==> src/rtl/freq_gen.sv <==
// Phase-accumulator square/pulse generator with programmable duty,
// burst length and period-boundary parameter updates.
module freq_gen #(
    parameter int ACC_W = 32,
    parameter int CNT_W = 32
) (
    input  logic             clk_i,
    input  logic             rstn_i,
    input  logic             en_i,
    input  logic [ACC_W-1:0] step_i,
    input  logic [ACC_W-1:0] duty_i,
    input  logic [CNT_W-1:0] burst_i,
    input  logic             upd_i,
    output logic             upd_ack_o,
    output logic             gen_o,
    output logic             edge_o,
    output logic             done_o,
    output logic             busy_o,
    output logic [CNT_W-1:0] per_cnt_o
);

    typedef enum logic [1:0] {
        IDLE,
        RUN,
        STOP,
        DONE
    } state_t;

    state_t           state_q, state_n;
    logic [ACC_W-1:0] acc_q, acc_n;
    logic [ACC_W-1:0] step_sh_q, step_sh_n;
    logic [ACC_W-1:0] duty_sh_q, duty_sh_n;
    logic [CNT_W-1:0] burst_sh_q, burst_sh_n;
    logic [ACC_W-1:0] step_st_q, step_st_n;
    logic [ACC_W-1:0] duty_st_q, duty_st_n;
    logic             pend_q, pend_n;
    logic             gen_n, edge_n, done_n, ack_n, busy_n;
    logic [CNT_W-1:0] per_cnt_n;

    logic [ACC_W:0]   sum;
    logic [ACC_W-1:0] acc_sum;
    logic             wrap;
    logic [CNT_W-1:0] cnt_inc;
    logic             burst_hit;
    logic             apply;
    logic [ACC_W-1:0] duty_new;

    assign sum       = {1'b0, acc_q} + {1'b0, step_sh_q};
    assign acc_sum   = sum[ACC_W-1:0];
    assign wrap      = sum[ACC_W];
    assign cnt_inc   = per_cnt_o + CNT_W'(1);
    assign burst_hit = wrap && (burst_sh_q != '0) && (cnt_inc == burst_sh_q);
    assign apply     = wrap && pend_q;
    // A staged duty already governs the compare in the wrap cycle it lands in
    assign duty_new  = apply ? duty_st_q : duty_sh_q;

    always_comb begin
        state_n    = state_q;
        acc_n      = acc_q;
        step_sh_n  = step_sh_q;
        duty_sh_n  = duty_sh_q;
        burst_sh_n = burst_sh_q;
        step_st_n  = step_st_q;
        duty_st_n  = duty_st_q;
        pend_n     = pend_q;
        gen_n      = 1'b0;
        edge_n     = 1'b0;
        done_n     = 1'b0;
        ack_n      = 1'b0;
        per_cnt_n  = per_cnt_o;
        unique case (state_q)
            IDLE: begin
                acc_n = '0;
                if (en_i) begin
                    state_n    = RUN;
                    step_sh_n  = step_i;
                    duty_sh_n  = duty_i;
                    burst_sh_n = burst_i;
                    pend_n     = 1'b0;
                    edge_n     = 1'b1;
                    gen_n      = (duty_i != '0);
                    per_cnt_n  = '0;
                end
            end
            RUN, STOP: begin
                if (!en_i && (step_sh_q == '0)) begin
                    state_n = IDLE;
                    acc_n   = '0;
                end else if (burst_hit) begin
                    state_n   = en_i ? DONE : IDLE;
                    acc_n     = '0;
                    done_n    = 1'b1;
                    per_cnt_n = cnt_inc;
                end else if (wrap && !en_i) begin
                    state_n   = IDLE;
                    acc_n     = '0;
                    per_cnt_n = cnt_inc;
                end else begin
                    state_n = en_i ? RUN : STOP;
                    acc_n   = acc_sum;
                    gen_n   = (acc_sum < duty_new);
                    edge_n  = wrap;
                    if (wrap) begin
                        per_cnt_n = cnt_inc;
                    end
                    if (apply) begin
                        step_sh_n = step_st_q;
                        duty_sh_n = duty_st_q;
                        pend_n    = 1'b0;
                        ack_n     = 1'b1;
                    end
                end
                // Capture after any apply so a request on a wrap waits a period
                if (upd_i) begin
                    step_st_n = step_i;
                    duty_st_n = duty_i;
                    pend_n    = 1'b1;
                end
            end
            DONE: begin
                acc_n = '0;
                if (!en_i) begin
                    state_n = IDLE;
                end
            end
            default: begin
                state_n = IDLE;
                acc_n   = '0;
            end
        endcase
        busy_n = (state_n == RUN) || (state_n == STOP);
    end

    always_ff @(posedge clk_i or negedge rstn_i) begin
        if (!rstn_i) begin
            state_q    <= IDLE;
            acc_q      <= '0;
            step_sh_q  <= '0;
            duty_sh_q  <= '0;
            burst_sh_q <= '0;
            step_st_q  <= '0;
            duty_st_q  <= '0;
            pend_q     <= 1'b0;
            gen_o      <= 1'b0;
            edge_o     <= 1'b0;
            done_o     <= 1'b0;
            upd_ack_o  <= 1'b0;
            busy_o     <= 1'b0;
            per_cnt_o  <= '0;
        end else begin
            state_q    <= state_n;
            acc_q      <= acc_n;
            step_sh_q  <= step_sh_n;
            duty_sh_q  <= duty_sh_n;
            burst_sh_q <= burst_sh_n;
            step_st_q  <= step_st_n;
            duty_st_q  <= duty_st_n;
            pend_q     <= pend_n;
            gen_o      <= gen_n;
            edge_o     <= edge_n;
            done_o     <= done_n;
            upd_ack_o  <= ack_n;
            busy_o     <= busy_n;
            per_cnt_o  <= per_cnt_n;
        end
    end

endmodule

==> config.mk <==
export PLATFORM = sky130hd
export DESIGN_NAME = freq_gen
export DESIGN_NICKNAME = d
export VERILOG_FILES = /design/src/rtl/freq_gen.sv
export SDC_FILE = /design/constraint.sdc
export NUM_CORES = 1
export LEC_CHECK = 0
export CORE_MARGIN = 2
export CORE_UTILIZATION = 34
export CTS_CLUSTER_DIAMETER = 50
export DETAILED_ROUTE_END_ITERATION = 6
export MAX_ROUTING_LAYER = met4
export PLACE_DENSITY = 0.55
export SLEW_MARGIN = 10
export SYNTH_ARGS = -nofsm -noshare
export SYNTH_HDL_FRONTEND = slang
export SYNTH_SLANG_ARGS = --single-unit
==> constraint.sdc <==
create_clock -name clk_i -period 4.7 [get_ports clk_i]
set_input_delay 1.41 -clock clk_i [delete_from_list [all_inputs] [get_ports clk_i]]
set_output_delay 1.41 -clock clk_i [all_outputs]
set_load 0.02 [all_outputs]
==> summary.txt, run 1 <==
Status
  • Status: finished, violations left
  • Failing checks: negative setup slack

Global routing
  • Tot GR Track Use: 0.201
  • First-pass GRT wire length: between 60,000 and 70,000 um
  • Initial antenna violation count: 0
  • GRT Residual Overflow: 0
  • Pin count of the biggest net entering global routing: 85
  • Number of global-route vias before repair: 11,692

STA
  • Hold_ws: approximately 0.48 ns
  • Final setup margin: -0.144 ns
  • Fin crit period: 4.84 ns
  • Final setup viols: 1
  • RSZ-0062 raised after global routing: yes
  • Final Cycle Share: 1.03
  • Highest clock rate: 0.206 GHz
  • Fin. max-slew vios: 0
  • Clock skew: roughly 0.036 ns
  • Final Hold Fails: 0
  • Fin Setup TNS: -0.144 ns
  • Relative slew slack: 0.491
  • Slew @ Worst Pin: around 0.76 ns

Yosys
  • Synth Register Bits: around 230
  • Leading area contributor after synthesis: dfrtp_1
  • Net count after synthesis: roughly 1,500
  • Yosys warning count: 0
  • Synthesized area: around 14,000 um^2
  • Synth top cells by count: 232 x dfrtp_1, 131 x mux2_2, 83 x nor2_1, 68 x o21ai_0, 67 x ha_1
  • Post-synthesis cell count: between 1,000 and 1,500
  • Register area share after synthesis: 0.410
  • Share of the synthesized area in the top cell type: 0.410
  • Synth area leaders: dfrtp_1 41%, mux2_2 10%, ha_1 5.9%
  • Dominant synthesized flop cell: dfrtp_1
  • Most frequent cell after synthesis: dfrtp_1
  • EDFF count, synth: 0
  • Post-Syn Area per Cell: between 10 and 15 um^2
  • Async S/R FF share, synth: 1.00
  • Post-synthesis cell type count: a little under 80

Clocking
  • CTS tree: done
  • Clock root cell: clkbuf_16
  • H-tree depth: 2
  • Clock Tree Buf Depth: 3
  • CTS Sinks: 232
  • Inserted Clock Buffers: 34
  • Skew-Pair Late Insertion Delay: 0.56 ns
  • Reg clk slew, reported paths: around 0.050 ns

Placed design
  • DP Wirelength: ~31,000 um
  • RD Place Congestion: about 0.92
  • I/O Buffers: about 140
  • Cells after DPL: slightly above 2,000

Floorplanning
  • Initial Util: 0.346
  • Row cnt: 74
  • Ports: between 100 and 150
  • Die Y: between 200 and 250 um
  • Die ar.: between 40,000 and 50,000 um^2
  • Die Width: between 200 and 250 um
  • Core ar.: just over 40,000 um^2

Routing
  • Wirelength per Cell: about 20 um
  • Drt pass-1 iters: 7
  • Starting DRT DRC Count: around 750
  • Routed WL: between 40,000 and 50,000 um
  • DR vias/cell: ~5.5
  • Via count: ~12,000
  • Drt drc: 0
  • Final antenna-violating net count: 0

Finish
  • Area delta synth->final: 26.9%
  • Final cell count without fillers: 2,107
  • # diodes: 0
  • Layout cell share with drive strength beyond 1: 0.223
  • # fillers: between 3,000 and 4,000
  • Fin nets: 1,719

Power
  • IR drop worst, VDD: 0.349 mV
  • LEAKAGE: 7.77 nW
  • Pwr/cell area: ~780 nW/um^2

Critical path
  • Arr. time, crit path: between 5 and 6 ns
  • CP max FO: 5
  • Critical path startpoint: step_sh_q[0]
  • WP data required: 5.12 ns
  • Reg-to-reg critical path startpoint: step_sh_q[0]
  • Crit Path Class: register to register
  • Crit end category: register
  • Startpoint types: register

Run
  • Max-cap violations: 0

Hold path
  • Hold_sp: duty_sh_q[3]
  • Worst hold path type: register to register
[stage by stage]
| step | setup WS, ns | cell area (um^2) | utilization | total power [mW] |
|---|---|---|---|---|
| global placement | -0.146 | 16700 | 0.409 | 11.3 |
| global route | -0.416 | 18000 | 0.439 | 15.2 |
| CTS | -0.169 | 18000 | 0.439 | 14.2 |
| finish | -0.144 | 18000 | 0.439 | 14.0 |
| floorplan | -0.183 | 14200 | - | 8.82 |
| detailed placement | -0.220 | 16700 | 0.409 | 11.4 |
[cells by family after synthesis]
group	count (synthesis)	synth area share
DFF	232	0.410
and+or+nand+nor	335	0.125
adders and majority gates	68	0.0606
buffers and inverters	108	0.0326
muxes	195	0.157
xor gates and xnor gates	56	0.0346
AOI/OAI and AO/OA	357	0.180
[final cells by class]
cell class,count,area (um^2),area share
inverters,28,105,0.00585
clock buffers,41,907,0.0505
well taps,532,666,0.0370
repair buffers,243,2210,0.123
flip-flops and latches,232,5810,0.323
clock inverters,19,254,0.0141
multi-input cells,1012,8030,0.447
[worst paths after layout]
| check | to | slack (ns) | depth (start not counted) |
|---|---|---|---|
| setup / recovery | gen_o | -0.14 | 21 |
| hold / removal | duty_sh_q[3] | 0.48 | 1 |
| max in group asynchronous | duty_sh_q[16] | 2.91 | 2 |
| hold reg to reg | duty_sh_q[3] | 0.48 | 1 |
| setup reg to reg | gen_o | -0.14 | 21 |
| min in group asynchronous | burst_sh_q[10] | 0.84 | 1 |
[routing by layer]
layer  track usage  vias up  share of wire
met4        0.0655        0          0.026
met2         0.338      269           0.50
li1              -     5522              -
met1         0.251     5686           0.44
met5             -        -              0
met3        0.0266       59          0.036
[placed cells by master (no fill, tap or decap), drive strengths merged, types with 6 or more instances in the layout]
master         count
a2111oi            6
a211oi            45
a21o              51
a21oi             54
a22oi              8
a31oi             10
and2               6
and3              11
buf              108
clkbuf            41
clkdlybuf4s50    135
clkinv             9
dfrtp            232
ha                67
inv               32
mux2             159
mux2i             36
nand2             50
nand2b            15
nand3             28
nand4             35
nor2              84
nor2b             16
nor3              19
nor4              34
o2111a            22
o21a              16
o21ai             72
o21bai             6
o31ai             17
o41ai              9
or3               13
xnor2             35
xor2              21
[sequential cells by signal, indices dropped and copies added, names as in the netlist]
register / count
acc_q: 32
burst_sh_q: 32
busy_o: 1
done_o: 1
duty_sh_q: 32
duty_st_q: 32
edge_o: 1
gen_o: 1
pend_q: 1
per_cnt_o: 32
state_q: 2
step_sh_q: 32
step_st_q: 32
upd_ack_o: 1
[where the power goes]
group	leakage (nW)	internal (mW)	switching [mW]
clock network	0.557	1.58	1.03
registers	2.86	2.89	0.654
logic	4.35	3.78	4.11
[worst max-delay path, cell delays in order, from the launching register on]
cell and delay, ns:
dfrtp_1 0.35, ha_1 0.17, inv_1 0.06, fa_2 0.37
nor2b_4 0.15, o31ai_2 0.08, a211o_1 0.30, a2111o_1 0.46
a2111oi_4 0.30, buf_4 0.20, o21ai_4 0.11, mux2i_1 0.18
ha_1 0.32, nand4_1 0.11, nor2_2 0.16, nand2_1 0.09
or3_4 0.34, or4_4 0.52, nor3_4 0.14, a21oi_1 0.08
o311ai_0 0.09, o41ai_1 0.11
[timing repair]
action	4_1_cts	5_1_grt
pin swaps	4	4
setup buffers	4	1
hold buffers	0	0
resized for setup	6	4
hold endpoints to repair	0	0
endpoints found under the setup margin	1	1
cloned	1	0
Power figures use the tool's default switching activity.
==> inputs of run 2 (changes only) <==
- PLACE_DENSITY: 0.55 -> 0.53
- clock period: 4.7 -> 5.4 ns (I/O delays scaled with it)
==> run 2 against run 1 <==
Compared with the run above: the run now ends clean; largest power group unchanged; clock power fell by 17%; register-to-register slack gained 0.29 ns; sequential power decreased by 12%; wire length is 1.6% lower; final cell count decreased by 3.2%; sequential cell count did not move; cell area fell by 2.7%; core utilization decreased by 1.2 points.
==> summary.txt, run 2 (synthesis results as in run 1) <==
Status
  • Status: finished, final reports clean

Critical path
  • Bufs and invs on worst path: 3 (+1)
  • Worst path max stage delay: 0.53 ns (about the same)
  • CP max FO: 8 (+3)
  • CP Cell Sequence: ha_2, inv_2, fa_2, nor2b_4, o31ai_4, a211o_1, a2111o_1, a2111oi_4, o21ai_4, buf_6, buf_4, mux2i_1, ha_1, nand4_1, or3_4, or4_4, nor3_4, a21oi_2, o311ai_2, o41ai_2
  • Critical Path Slowest Stage Cell: a2111o_1
  • Crit Path Class: register to register
  • Startpoint types: register
  • Critical path's top delay family: compound AO/OA/AOI/OAI gates
  • Crit end category: register
  • Arr. time, crit path: 5.65 ns (+0.39 ns)
  • WP data required: 5.80 ns (+0.68 ns)

Floorplanning
  • Initial Util: 0.346 (unchanged)
  • Ports: 137 (unchanged)
  • Core ar.: 40,900 um^2 (unchanged)
  • Die Y: 208 um (unchanged)
  • Die ar.: 43,300 um^2 (unchanged)
  • Die Width: 208 um (unchanged)
  • Row cnt: 74 (unchanged)

Power
  • Sequential power share: 0.262 (+0.009)
  • Comb power frac: 0.556 (-0.006)
  • Pwr/cell area: 678 nW/um^2 (-13%)
  • Total power draw: 11.8 mW (-16%)
  • P_sw: 4.92 mW (-15%)
  • LEAKAGE: 7.42 nW (-4.6%)
  • Power share of the clock group: 0.182 (-0.004)
  • IR drop worst, VDD: 0.295 mV (-15%)
  • Internal Power: 6.93 mW (-16%)
  • Switching Fraction: 0.415 (+0.00239)

Finish
  • Post-route cell area: 17,500 um^2 (-2.7%)
  • Final Core Density: 0.427 (-0.0119)
  • Most frequent cells in the layout: 232 x dfrtp_1, 135 x clkdlybuf4s50_1, 131 x mux2_2
  • Commonest non-fill, non-tap cell in the layout: dfrtp_1
  • Final cell count without fillers: 2,040 (-3.2%)
  • Area delta synth->final: 23.5%
  • Fin nets: 1,652 (-3.9%)
  • Layout cell share with drive strength beyond 1: 0.194 (-0.0292)
  • # diodes: 0 (unchanged)

Clocking
  • Inserted Clock Buffers: 31 (-8.8%)
  • CTS tree: done
  • Reg clk slew, reported paths: 0.06 ns (about the same)
  • Hold_buf cts: 0 (unchanged)
  • H-tree depth: 1 (-1)
  • Skew-Pair Late Insertion Delay: 0.57 ns (about the same)
  • Clock root cell: clkbuf_16
  • CTS Sinks: 232 (unchanged)
  • Clock Tree Buf Depth: 3 (unchanged)

STA
  • Final setup viols: 0 (-1)
  • Relative slew slack: 0.192 (-0.299)
  • Fin crit period: 5.25 ns (+0.406 ns)
  • Final Cycle Share: 0.972 (-0.0585)
  • Fin Setup TNS: 0 ns (+0.144 ns)
  • Slew @ Worst Pin: 1.21 ns (+0.443 ns)
  • Clock skew: 0.0116 ns (-0.0244 ns)
  • Highest clock rate: 0.190 GHz (-7.7%)
  • Fin. max-slew vios: 0 (unchanged)
  • Hold_ws: 0.476 ns (+0.00109 ns)
  • Final Hold Fails: 0 (unchanged)
  • Final setup margin: 0.150 ns (+0.294 ns)

Global routing
  • Pin count of the biggest net entering global routing: 113 (+33%)
  • Tot GR Track Use: 0.196 (-0.00490)
  • GRT Residual Overflow: 0 (unchanged)
  • Number of global-route vias before repair: 11,537 (-1.3%)
  • Initial antenna violation count: 0 (unchanged)
  • First-pass GRT wire length: 66,500 um (-1.3%)

Placed design
  • Placed Area: 16,200 um^2 (-3.2%)
  • Placement Setup Slack: -0.0115 ns (+0.208 ns)
  • Cells after DPL: 1,976 (-3.2%)
  • RD Place Congestion: 0.890 (-3.2%)
  • I/O Buffers: 136 (unchanged)
  • DP Wirelength: 29,900 um (-3.2%)

Routing
  • Final antenna-violating net count: 0 (unchanged)
  • Drt pass-1 iters: 5 (-2)
  • Drt drc: 0 (unchanged)
  • DR vias/cell: 5.55 (+1.3%)
  • Starting DRT DRC Count: 630 (-16%)
  • Via count: 11,317 (-1.9%)
  • Wirelength per Cell: 20.4 um (+1.6%)
  • Routed WL: 41,700 um (-1.6%)

Hold path
  • Worst hold path type: register to register

Run
  • Max-cap violations: 0 (unchanged)
-- run 2: changes by cell type in the layout (fill, tap and decap cells not counted), sizes merged --
| cell | delta |
|---|---|
| clkinvlp | +2 |
| buf | -63 |
| clkbuf | +2 |
| clkinv | -5 |
| o21ai | -1 |
| bufinv | +1 |
| inv | -3 |
-- run 2: area by class of cell --
class | count | area (um^2)
clock buffers | 43 | 901
multi-input cells | 1011 | 8070
clock inverters | 14 | 198
flip-flops and latches | 232 | 5810
fillers | 3954 | 23400
inverters | 28 | 105
repair buffers | 180 | 1740
well taps | 532 | 666
-- run 2: per-layer routing --
metal / vias up / wire length [um] / global-route usage
li1: 5389 / - / -
met1: 5608 / 18500 / 0.250
met3: 62 / 1540 / 0.0217
met4: 0 / 989 / 0.0540
met2: 258 / 20700 / 0.331
met5: - / 0 / -
-- run 2: timing repair --
item	CTS	global route
setup buffers	0	8
resized for setup	0	29
pin swaps	1	18
setup endpoints to repair	1	1
-- run 2: path summary, 6_finish.rpt --
kind	cells past startpoint	start	slack (ns)	end
worst min register to register	1	duty_sh_q[15]	0.48	duty_sh_q[15]
worst max register to register	20	step_sh_q[0]	0.15	gen_o
min in group asynchronous	1	rstn_i	1.13	burst_sh_q[4]
worst min-delay path	1	duty_sh_q[15]	0.48	duty_sh_q[15]
worst max-delay path	20	step_sh_q[0]	0.15	gen_o
max in group asynchronous	2	rstn_i	3.32	acc_q[22]
-- run 2: power by group through the flow --
stage | combinational [mW] | sequential, mW | clock [mW]
detailed placement | 6.38 | 3.12 | 0
finish | 6.58 | 3.11 | 2.16
CTS | 6.42 | 3.10 | 2.21
global placement | 6.32 | 3.09 | 0
floorplan | 4.71 | 2.90 | 0
global route | 7.30 | 3.19 | 2.30
